File: config.mk
export PLATFORM = sky130hd
export DESIGN_NAME = simt_call_stack
export DESIGN_NICKNAME = d
export VERILOG_FILES = /design/src/rtl/simt_call_stack.sv
export SDC_FILE = /design/constraint.sdc
export NUM_CORES = 1
export LEC_CHECK = 0
export CORE_ASPECT_RATIO = 0.75
export CORE_MARGIN = 5
export CORE_UTILIZATION = 32
export CTS_CLUSTER_DIAMETER = 80
export DETAILED_ROUTE_END_ITERATION = 6
export PLACE_DENSITY_LB_ADDON = 0.12
export SLEW_MARGIN = 10
export SYNTH_ARGS = -nofsm -noshare
export SYNTH_HDL_FRONTEND = slang
export SYNTH_SLANG_ARGS = --single-unit
File: constraint.sdc
create_clock -name clk -period 10.4 [get_ports clk]
set_input_delay 2.08 -clock clk [delete_from_list [all_inputs] [get_ports clk]]
set_output_delay 2.08 -clock clk [all_outputs]
set_load 0.01 [all_outputs]
File: src/rtl/simt_call_stack.sv
// Per-warp CALL/RET return-address stack with overflow/underflow fault reporting.
// Optional macro CALL_STACK_MASK_EN stores the active mask per entry and restores it on RET.
module simt_call_stack #(
  parameter int NUM_WARPS = 4,
  parameter int WARP_SIZE = 32,
  parameter int PC_WIDTH  = 32,
  parameter int DEPTH     = 8,
  localparam int WW = (NUM_WARPS > 1) ? $clog2(NUM_WARPS) : 1,
  localparam int DW = $clog2(DEPTH) + 1
) (
  input  logic                 clk,
  input  logic                 rst,
  input  logic                 req_valid,
  input  logic                 req_is_ret,
  input  logic [WW-1:0]        req_warp,
  input  logic [PC_WIDTH-1:0]  req_ret_pc,
  input  logic [WARP_SIZE-1:0] req_mask,
  input  logic [NUM_WARPS-1:0] warp_clr,
  output logic                 resp_valid,
  output logic [WW-1:0]        resp_warp,
  output logic [PC_WIDTH-1:0]  resp_pc,
  output logic [WARP_SIZE-1:0] resp_mask,
  output logic                 resp_fault,
  output logic                 resp_ovf,
  output logic                 resp_unf,
  input  logic [WW-1:0]        dbg_warp,
  output logic [DW-1:0]        dbg_depth
);

  localparam int AW = $clog2(DEPTH);

  logic [DW-1:0]       depth_vec [NUM_WARPS];
  logic [PC_WIDTH-1:0] pc_mem    [NUM_WARPS][DEPTH];
`ifdef CALL_STACK_MASK_EN
  logic [WARP_SIZE-1:0] mask_mem [NUM_WARPS][DEPTH];
`endif

  logic [DW-1:0] cur_depth;
  logic          is_full, is_empty, clr_hit, is_call, is_ret, do_push, do_pop;
  logic [AW-1:0] wr_slot, rd_slot;

  logic                 resp_valid_q, resp_valid_d;
  logic [WW-1:0]        resp_warp_q, resp_warp_d;
  logic [PC_WIDTH-1:0]  resp_pc_q, resp_pc_d;
  logic [WARP_SIZE-1:0] resp_mask_q, resp_mask_d;
  logic                 resp_ovf_q, resp_ovf_d;
  logic                 resp_unf_q, resp_unf_d;

  always_comb begin
    cur_depth = depth_vec[req_warp];
    is_full   = (cur_depth == DW'(DEPTH));
    is_empty  = (cur_depth == '0);
    clr_hit   = warp_clr[req_warp];
    is_call   = req_valid && !req_is_ret;
    is_ret    = req_valid && req_is_ret;
    // A clear on the requesting warp suppresses the push/pop but not the response.
    do_push   = is_call && !is_full && !clr_hit;
    do_pop    = is_ret && !is_empty && !clr_hit;
    wr_slot   = cur_depth[AW-1:0];
    rd_slot   = wr_slot - AW'(1);
  end

  for (genvar gi = 0; gi < NUM_WARPS; gi++) begin : g_warp
    logic [DW-1:0] depth_q, depth_d;
    logic          hit;

    always_comb begin
      hit     = (req_warp == WW'(gi));
      depth_d = depth_q;
      if (warp_clr[gi])
        depth_d = '0;
      else if (hit && do_push)
        depth_d = depth_q + DW'(1);
      else if (hit && do_pop)
        depth_d = depth_q - DW'(1);
    end

    always_ff @(posedge clk) begin
      if (rst) depth_q <= '0;
      else     depth_q <= depth_d;
    end

    assign depth_vec[gi] = depth_q;
  end

  always_ff @(posedge clk) begin
    if (do_push) begin
      pc_mem[req_warp][wr_slot] <= req_ret_pc;
`ifdef CALL_STACK_MASK_EN
      mask_mem[req_warp][wr_slot] <= req_mask;
`endif
    end
  end

  always_comb begin
    resp_valid_d = req_valid;
    resp_warp_d  = req_valid ? req_warp : '0;
    resp_ovf_d   = is_call && is_full;
    resp_unf_d   = is_ret && is_empty;
    resp_pc_d    = '0;
    resp_mask_d  = '0;
    if (is_ret && !is_empty) begin
      resp_pc_d = pc_mem[req_warp][rd_slot];
`ifdef CALL_STACK_MASK_EN
      resp_mask_d = mask_mem[req_warp][rd_slot];
`else
      resp_mask_d = req_mask;
`endif
    end
  end

  always_ff @(posedge clk) begin
    if (rst) begin
      resp_valid_q <= 1'b0;
      resp_warp_q  <= '0;
      resp_pc_q    <= '0;
      resp_mask_q  <= '0;
      resp_ovf_q   <= 1'b0;
      resp_unf_q   <= 1'b0;
    end else begin
      resp_valid_q <= resp_valid_d;
      resp_warp_q  <= resp_warp_d;
      resp_pc_q    <= resp_pc_d;
      resp_mask_q  <= resp_mask_d;
      resp_ovf_q   <= resp_ovf_d;
      resp_unf_q   <= resp_unf_d;
    end
  end

  assign resp_valid = resp_valid_q;
  assign resp_warp  = resp_warp_q;
  assign resp_pc    = resp_pc_q;
  assign resp_mask  = resp_mask_q;
  assign resp_ovf   = resp_ovf_q;
  assign resp_unf   = resp_unf_q;
  assign resp_fault = resp_ovf_q | resp_unf_q;
  assign dbg_depth  = depth_vec[dbg_warp];

endmodule

* Yosys cells after proc, flatten, opt, wreduce, memory -nomap -nowiden
Memory sizes are Yosys's and may differ from the RTL's. Index checks and enable logic that the tools add are counted.
Storage, ports and cells: flip-flop bits (word level) 85, memory bits (writable) 1024, input bits 76, output and inout bits 74, word-level logic and storage cells 93, memories 1
Memory list:
- pc_mem | words 4, bits a word 256, read ports 1, clocked after Yosys merged registers in 0, wr ports 1, RTL line 33 | logic [PC_WIDTH-1:0] pc_mem [NUM_WARPS][DEPTH];
Cells by class: $add $sub $neg 9, magnitude comparators 6, equal/unequal tests 4, mux-type cells 23, bitwise logic cells 7, reduce and logical (&&, ||, !) cells 33
Operators by type and width (number):
- 2-to-1 mux 256 bit | 1
- binary-select mux 32 bit (select 3 bit) | 1
- demux 32 bit (select 3 bit) | 1
- 2-to-1 mux 32 bit | 3
- 2-to-1 mux 4 bit | 12
- logical AND 1 bit | 17
- adder 4 x 1 -> 4 bit, second input constant | 4
- binary-select mux 4 bit (select 2 bit) | 2
- subtractor 4 x 1 -> 4 bit, second input constant | 4
- OR reduction 2 bit | 6
- >= comparator 4 bit, second input constant | 2
- inverter 3 -> 4 bit | 2
- nonzero test 2 bit | 4
- >= comparator 3 bit, second input constant | 2
- inverter 2 -> 3 bit | 2
- == test 2 bit, second input constant | 2
- == test 4 bit, second input constant | 1
- logical NOT 1 bit | 4
- logical NOT 4 bit | 1
- less-than comparator 4 x 1 -> 1 bit, second input constant | 1
- less-than comparator 2 x 3 -> 1 bit, second input constant | 1
- subtractor 3 x 1 -> 3 bit, second input constant | 1
- binary-select mux 1 bit (select 2 bit) | 1
- == test 2 x 1 -> 1 bit, second input constant | 1
- other kinds (4) | 6

* Logic depth before layout (Yosys ltp)
Gate-level depths: netlist (run 1).
depth after elaboration 11, gate-level depth with buffers 17, mapped depth without buffers 13

* Least setup slack after synthesis (run 1)
Ideal clock, no wire load.
path kind input-to-reg, start point in req_warp[0], end point mem pc_mem[3][128] (netlist name) (enable), arrival 5.857 ns, data required time 9.979 ns, setup slack 4.122 ns, stages on the path 12, path buffers 4, path through buf_6 > mux4_2 > clkbuf_1 > clkbuf_1 > inv_1 > ha_1 > nand2_1 > o22ai_1 > buf_2 > a21oi_2 > nand4b_1 > nor2_1
Between the ends: word-level cells in the longest chain between the ends 10, elaborated cells on any way between the ends 19, classes of those cells 2 x order compare; 1 x eq/ne; 9 x mux; 2 x bitwise; 5 x reduce/logical
Ends and longest elaborated chain:
- start, declared | RTL line 15 | input logic [WW-1:0] req_warp,
- inverter 2 -> 3 bit (not written as such) | RTL line 50 | cur_depth = depth_vec[req_warp];
- binary-select mux 4 bit (select 2 bit) | RTL line 50
- 2-to-1 mux 4 bit (not written as such) (2 in series) | RTL line 50
- inverter 3 -> 4 bit (not written as such) or == test 4 bit (tied branches) | RTL line 88, 51
- >= comparator 4 bit (not written as such) (tied with other cells) | RTL line 88 | pc_mem[req_warp][wr_slot] <= req_ret_pc;
- logical AND 1 bit (on tied branches) | RTL line 88, 57
- 2-to-1 mux 32 bit (not written as such) or logical AND 1 bit (tied branches) | RTL line 88, 57
- demux 32 bit (select 3 bit) or 2-to-1 mux 1 bit (tied branches) | RTL line 88, 87
- 2-to-1 mux 256 bit (not written as such) | RTL line 88
- end, declared | RTL line 33
Parallel ways exist; a longest one is shown, timed or not. The select of a mux whose other input is x is not followed.

* Worst setup path in the final report (run 1)
start point in req_warp[0], end point mem pc_mem[3][221] (netlist name) (enable)
Same word-level chain as after synthesis.

==> flow_summary.yaml, run 1 <==
logic_synthesis:
  syn_area_um2: 42100
  ys_ff_latch: 1109
  synth.net_count: 1927
  synth.top_cells.by_count: "1024 x edfxtp_1, 328 x mux4_2, 85 x dfxtp_1, 68 x nand3_1, 64 x clkbuf_1"
  synth.distinct_cells: 40
  netlist_instances: 1837
  synth_top_cell_by_area: "edfxtp_1"
  synth_area_leaders: "edfxtp_1 73%, mux4_2 18%, dfxtp_1 4.0%"
  synthArstFlopShare: 0
  ys_warn_count: 0
  yosys.area.top_type_share: 0.730
  synth-main-ff-cell: "edfxtp_1"
  synth_most_common_cell: "edfxtp_1"
  synth_edf_count: 1024
  avgSynthCellArea_um2: 22.9
  yosysSeqAreaShare: 0.771
clock_tree:
  cts_tree: "built"
  clk_pin_slew_ns: 0.06
  clk_path_buf_depth: 3
  cts_sinks: 1109
  hold_buffers: 0
  cts_buffers: 114
  cts_htree_levels: 3
  cts_resized: 0
  post-cts-setup-buffers: 0
  root_buffer: "clkbuf_16"
  clock_latency_ns: 0.72
die:
  die_h_um: 324
  row_count: 115
  die-area_um2: 139000
  die_width_um: 429
  core_region_area_um2: 131000
  start_util: 0.321
  io_pins: 150
timing:
  max_freq_mhz: 162
  relSlewSlack: 0.222
  rsz0062_at_grt: "no"
  post-route-min-period_ns: 6.17
  fin_worst_skew_ns: 0.0252
  timing.setup.tns_ns: 0
  setup_violations: 0
  final-max-slew-violation-count: 0
  post-route-period-util: 0.593
  tightest_slew_ns: 1.16
  setup_slack_ns: 4.23
  final-hold-violation-count: 0
route:
  postRouteAntennaNets: 0
  via_per_inst: 4.98
  wl_per_cell_um: 27.7
  route.vias.total: 19524
  drcViolationCount: 0
  drt-initial-drc-count: 1611
  drtPass1Iterations: 7
  routed_wl_um: 109000
worst_setup_path:
  cp-end-kind: "register"
  crit_start: "req_warp[0]"
  cp_cell_sequence: "buf_8 > mux4_4 > inv_1 > ha_1 > nand2_1 > o22ai_1 > buf_4 > a21oi_2 > nand4b_1 > nor2_4 > buf_4"
  crit_path_frequent_cell: "buf_4"
  cp.required_ns: 10.76
  cp_max_fo: 70
  rr_startpoint: "g_warp[1].depth_q[0]"
  cp_num_cells: 11
  max_stage_delay_ns: 0.89
  path_buf_inv: 4
  critPathLaunchType: "primary input"
  ff2ff_path_depth: 10
  critPathArrivalTime_ns: 6.53
  cp_slowest_cell: "mux4_4"
  worstSetupPathType: "in2reg"
  critical-path-top-delay-family: "buffers and inverters"
layout:
  nets: 2152
  nFillCells: 11797
  drive_above_1_share: 0.278
  syn_to_final_growth_pct: 18.5
global_routing:
  grt_antenna_before_repair: 1
  grtUsageTotal: 0.156
  grt_max_degree: 139
  grt_pass1_wl_um: 156000
  grt_pass1_vias: 20836
  grt_overflow_total: 0
min_path:
  hp-start: "g_warp[3].depth_q[1]"
  min_path_cells: 2
  hold_class: "reg2reg"
placement:
  io_buffers: 149
  dpl.hpwl_um: 58000
  pre_cts_slack_ns: 3.26
  gp_congestion: 0.730
status:
  outcome: "complete, no violations"
flow_run:
  maxCapViolCount: 0
power_and_ir_drop:
  ir_worst_vdd_uv: 138
  power_density_nw_per_um2: 187
  leakage_nw: 15.4
## cells in the final DEF, fill, tap and decap left out, types with 4 or more instances in the layout
cell type / instances
nor2_4: 32
and2_1: 37
mux2i_1: 7
nand3b_1: 4
clkbuf_16: 114
a21o_1: 9
fa_1: 4
nand4b_1: 5
bufinv_16: 12
clkinvlp_4: 4
nor2_1: 10
clkinv_2: 20
clkdlybuf4s50_1: 143
nand3_1: 68
inv_6: 5
buf_4: 50
nor3_1: 15
buf_2: 4
nand2_1: 55
ha_1: 9
edfxtp_1: 1024
clkbuf_8: 5
mux4_2: 327
clkinv_1: 27
xor2_1: 7
buf_12: 6
nor2b_1: 4
dfxtp_1: 85
clkbuf_1: 25
## worst min-delay path, cell delays in order (launching register included)
cell,delay (ns)
dfxtp_1,0.36
mux2i_1,0.15
nor3_1,0.06
## state kept, by name, indices dropped and copies added (netlist names)
register and flops:
resp_ovf 1, resp_warp 2, resp_valid 1, resp_mask 32, pc_mem 1024, resp_pc 32, g_warp.depth_q 16, resp_unf 1
## path summary, 6_finish.rpt
kind / end / slack [ns]
setup reg to reg: pc_mem[3][221] / 5.87
hold / removal: g_warp[3].depth_q[1] / 0.61
setup / recovery: pc_mem[3][221] / 4.23
hold reg to reg: g_warp[3].depth_q[1] / 0.61
## logic make-up after synthesis
logic type | count (synthesis) | synth area share
flops | 1109 | 0.771
mux | 338 | 0.178
simple gates | 235 | 0.0273
buf+inv | 99 | 0.0100
compound gates | 31 | 0.00669
fa+ha+maj | 14 | 0.00487
xor+xnor | 11 | 0.00229
## through the flow
step | std cells | util | cell area, µm² | hold WS (ns) | total power [mW]
floorplan | 1837 | - | 42100 | 0.524 | 5.18
global placement | 3697 | 0.352 | 46100 | 0.577 | 5.36
detailed placement | 3701 | 0.353 | 46200 | 0.586 | 5.36
CTS | 3918 | 0.381 | 49900 | 0.600 | 9.47
global route | 3918 | 0.381 | 49900 | 0.626 | 9.68
finish | 3919 | 0.381 | 49900 | 0.607 | 9.34
## report_power, final
group          switching [mW]  internal (mW)
Sequential            0.00461           4.88
Clock                    1.73           2.35
Combinational           0.207          0.162
Total                    1.95           7.39
## final cells by class
| type | count | area, µm² | share of cell area |
|---|---|---|---|
| well taps | 1755 | 2200 | 0.0440 |
| clock buffers | 144 | 3020 | 0.0605 |
| diodes | 1 | 2.50 | 0.0000502 |
| repair buffers | 205 | 1980 | 0.0396 |
| clock inverters | 73 | 706 | 0.0141 |
| multi-input cells | 629 | 9510 | 0.191 |
| inverters | 3 | 11.3 | 0.000226 |
| flip-flops and latches | 1109 | 32500 | 0.651 |
## per-layer routing
layer	global-route usage	vias to the layer above	wire [µm]
met4	0.0388	0	2660
met2	0.256	481	52100
met1	0.217	10659	49200
li1	-	8225	-
met3	0.0282	159	4700
met5	0	-	0
Power figures use the tool's default switching activity.
==> run 2, diff against run 1 <==
Clock period 10.4 ns to 5.3 ns, I/O delays scaled along.
==> run 2 against run 1 <==
  * Count of clock-buffer cells in the layout down 2
  * Sequential power up 96%
  * Largest power group unchanged
  * Hold slack worse by 0.026 ns
  * Cell count up 0.38%
==> flow_summary.yaml, run 2 (synthesized netlist as in run 1, its figures left out) <==
worst_setup_path:
  critPathLaunchType: "primary input"
  cp.required_ns: 5.92
  max_stage_delay_ns: 0.60
  cp_max_fo: 10
  crit_path_frequent_cell: "a21o_1"
  path_buf_inv: 1
  critPathArrivalTime_ns: 4.84
  cp_cell_sequence: "clkdlybuf4s50_1 > mux4_2 > or3b_1 > a21oi_2 > nand2_1 > ha_1 > a21o_1 > a21o_1 > a2111oi_0 > a221oi_2 > o311ai_1"
  worstSetupPathType: "in2reg"
  cp-end-kind: "register"
  cp_slowest_cell: "mux4_2"
  critical-path-top-delay-family: "compound AO/OA/AOI/OAI gates"
  rrSetupSlack_ns: 1.70
timing:
  post-route-min-period_ns: 4.22
  final-hold-violation-count: 0
  fin_worst_skew_ns: 0.0381
  max_freq_mhz: 237
  post-route-period-util: 0.796
  tightest_slew_ns: 1.22
  timing.setup.tns_ns: 0
  relSlewSlack: 0.182
  rsz0062_at_grt: "no"
  setup_violations: 0
  final-max-slew-violation-count: 0
clock_tree:
  root_buffer: "clkbuf_16"
  cts_resized: 0
  cts_htree_levels: 3
  hold_buffers: 0
  clk_pin_slew_ns: 0.06
  clk_path_buf_depth: 3
  clock_latency_ns: 0.73
  post-cts-setup-buffers: 0
  cts_buffers: 114
  cts_tree: "built"
  cts_sinks: 1109
power_and_ir_drop:
  ir_worst_vdd_uv: 243
  power_density_nw_per_um2: 366
  leakage_nw: 15.6
global_routing:
  grt_pass1_wl_um: 162000
  grt_max_degree: 98
  grt_overflow_total: 0
  grtUsageTotal: 0.162
  grt_antenna_before_repair: 2
  grt_pass1_vias: 21167
route:
  via_per_inst: 5.07
  wl_per_cell_um: 28.7
  routed_wl_um: 113000
  route.vias.total: 19932
  drtPass1Iterations: 5
  postRouteAntennaNets: 0
  drcViolationCount: 0
  drt-initial-drc-count: 1629
min_path:
  hold_class: "reg2reg"
placement:
  dpl.hpwl_um: 62600
  gp_congestion: 0.774
  io_buffers: 149
layout:
  final_common_cell: "edfxtp_1"
  nets: 2168
  largest_register: "pc_mem"
  syn_to_final_growth_pct: 19.3
  drive_above_1_share: 0.286
  layout_common_cells: "1024 x edfxtp_1, 327 x mux4_2, 142 x clkdlybuf4s50_1"
  largest_register_ffs: 1024
  utilization: 0.383
die:
  die-area_um2: 139000
  row_count: 115
  io_pins: 150
  start_util: 0.321
  die_h_um: 324
  die_width_um: 429
  core_region_area_um2: 131000
status:
  outcome: "complete, no violations"
flow_run:
  maxCapViolCount: 0
-- run 2: worst min-delay path, delay by kind of cell, from the launching register on --
| kind | cells | cell delay (ns) |
|---|---|---|
| flip-flops | 1 | 0.35 |
| multiplexers | 1 | 0.14 |
| AND/OR/NAND/NOR | 1 | 0.05 |
-- run 2: final timing paths --
kind | to | start | cells past startpoint
max | g_warp[1].depth_q[3] | warp_clr[3] | 11
min | g_warp[2].depth_q[2] | g_warp[2].depth_q[2] | 2
max reg2reg | g_warp[1].depth_q[3] | g_warp[0].depth_q[0] | 13
min reg2reg | g_warp[2].depth_q[2] | g_warp[2].depth_q[2] | 2
-- run 2: final cells by class --
| cell class | instances | area [µm²] |
|---|---|---|
| Inverter | 3 | 11.3 |
| Clock buffer | 142 | 3030 |
| Clock inverter | 74 | 728 |
| Tap cell | 1755 | 2200 |
| Sequential cell | 1109 | 32500 |
| Antenna cell | 1 | 2.50 |
| Multi-Input combinational cell | 629 | 9510 |
| Timing Repair Buffer | 221 | 2280 |
| Fill cell | 11740 | 80700 |
-- run 2: where the power goes --
part	total, mW	internal, mW	switching (mW)
clock network	8.03	4.60	3.43
registers	9.59	9.58	0.00868
logic	0.731	0.318	0.413
-- run 2: metal layers --
layer | track usage | part of all wire | up-vias
met2 | 0.259 | 0.47 | 542
met3 | 0.0298 | 0.047 | 162
met5 | 0 | 0 | -
met4 | 0.0365 | 0.021 | 0
met1 | 0.234 | 0.46 | 10965
li1 | - | - | 8263
-- run 2: stage by stage --
step	std cells	total power [mW]	area (µm²)	setup slack (ns)	hold slack (ns)
after floorplan	1837	10.2	42100	0.0419	0.524
after global placement	3717	10.5	46500	0.313	0.582
after detailed placement	3717	10.5	46500	0.357	0.584
after CTS	3933	18.6	50200	1.15	0.541
after global routing	3934	19.0	50200	0.835	0.566
final	3934	18.4	50200	1.08	0.581
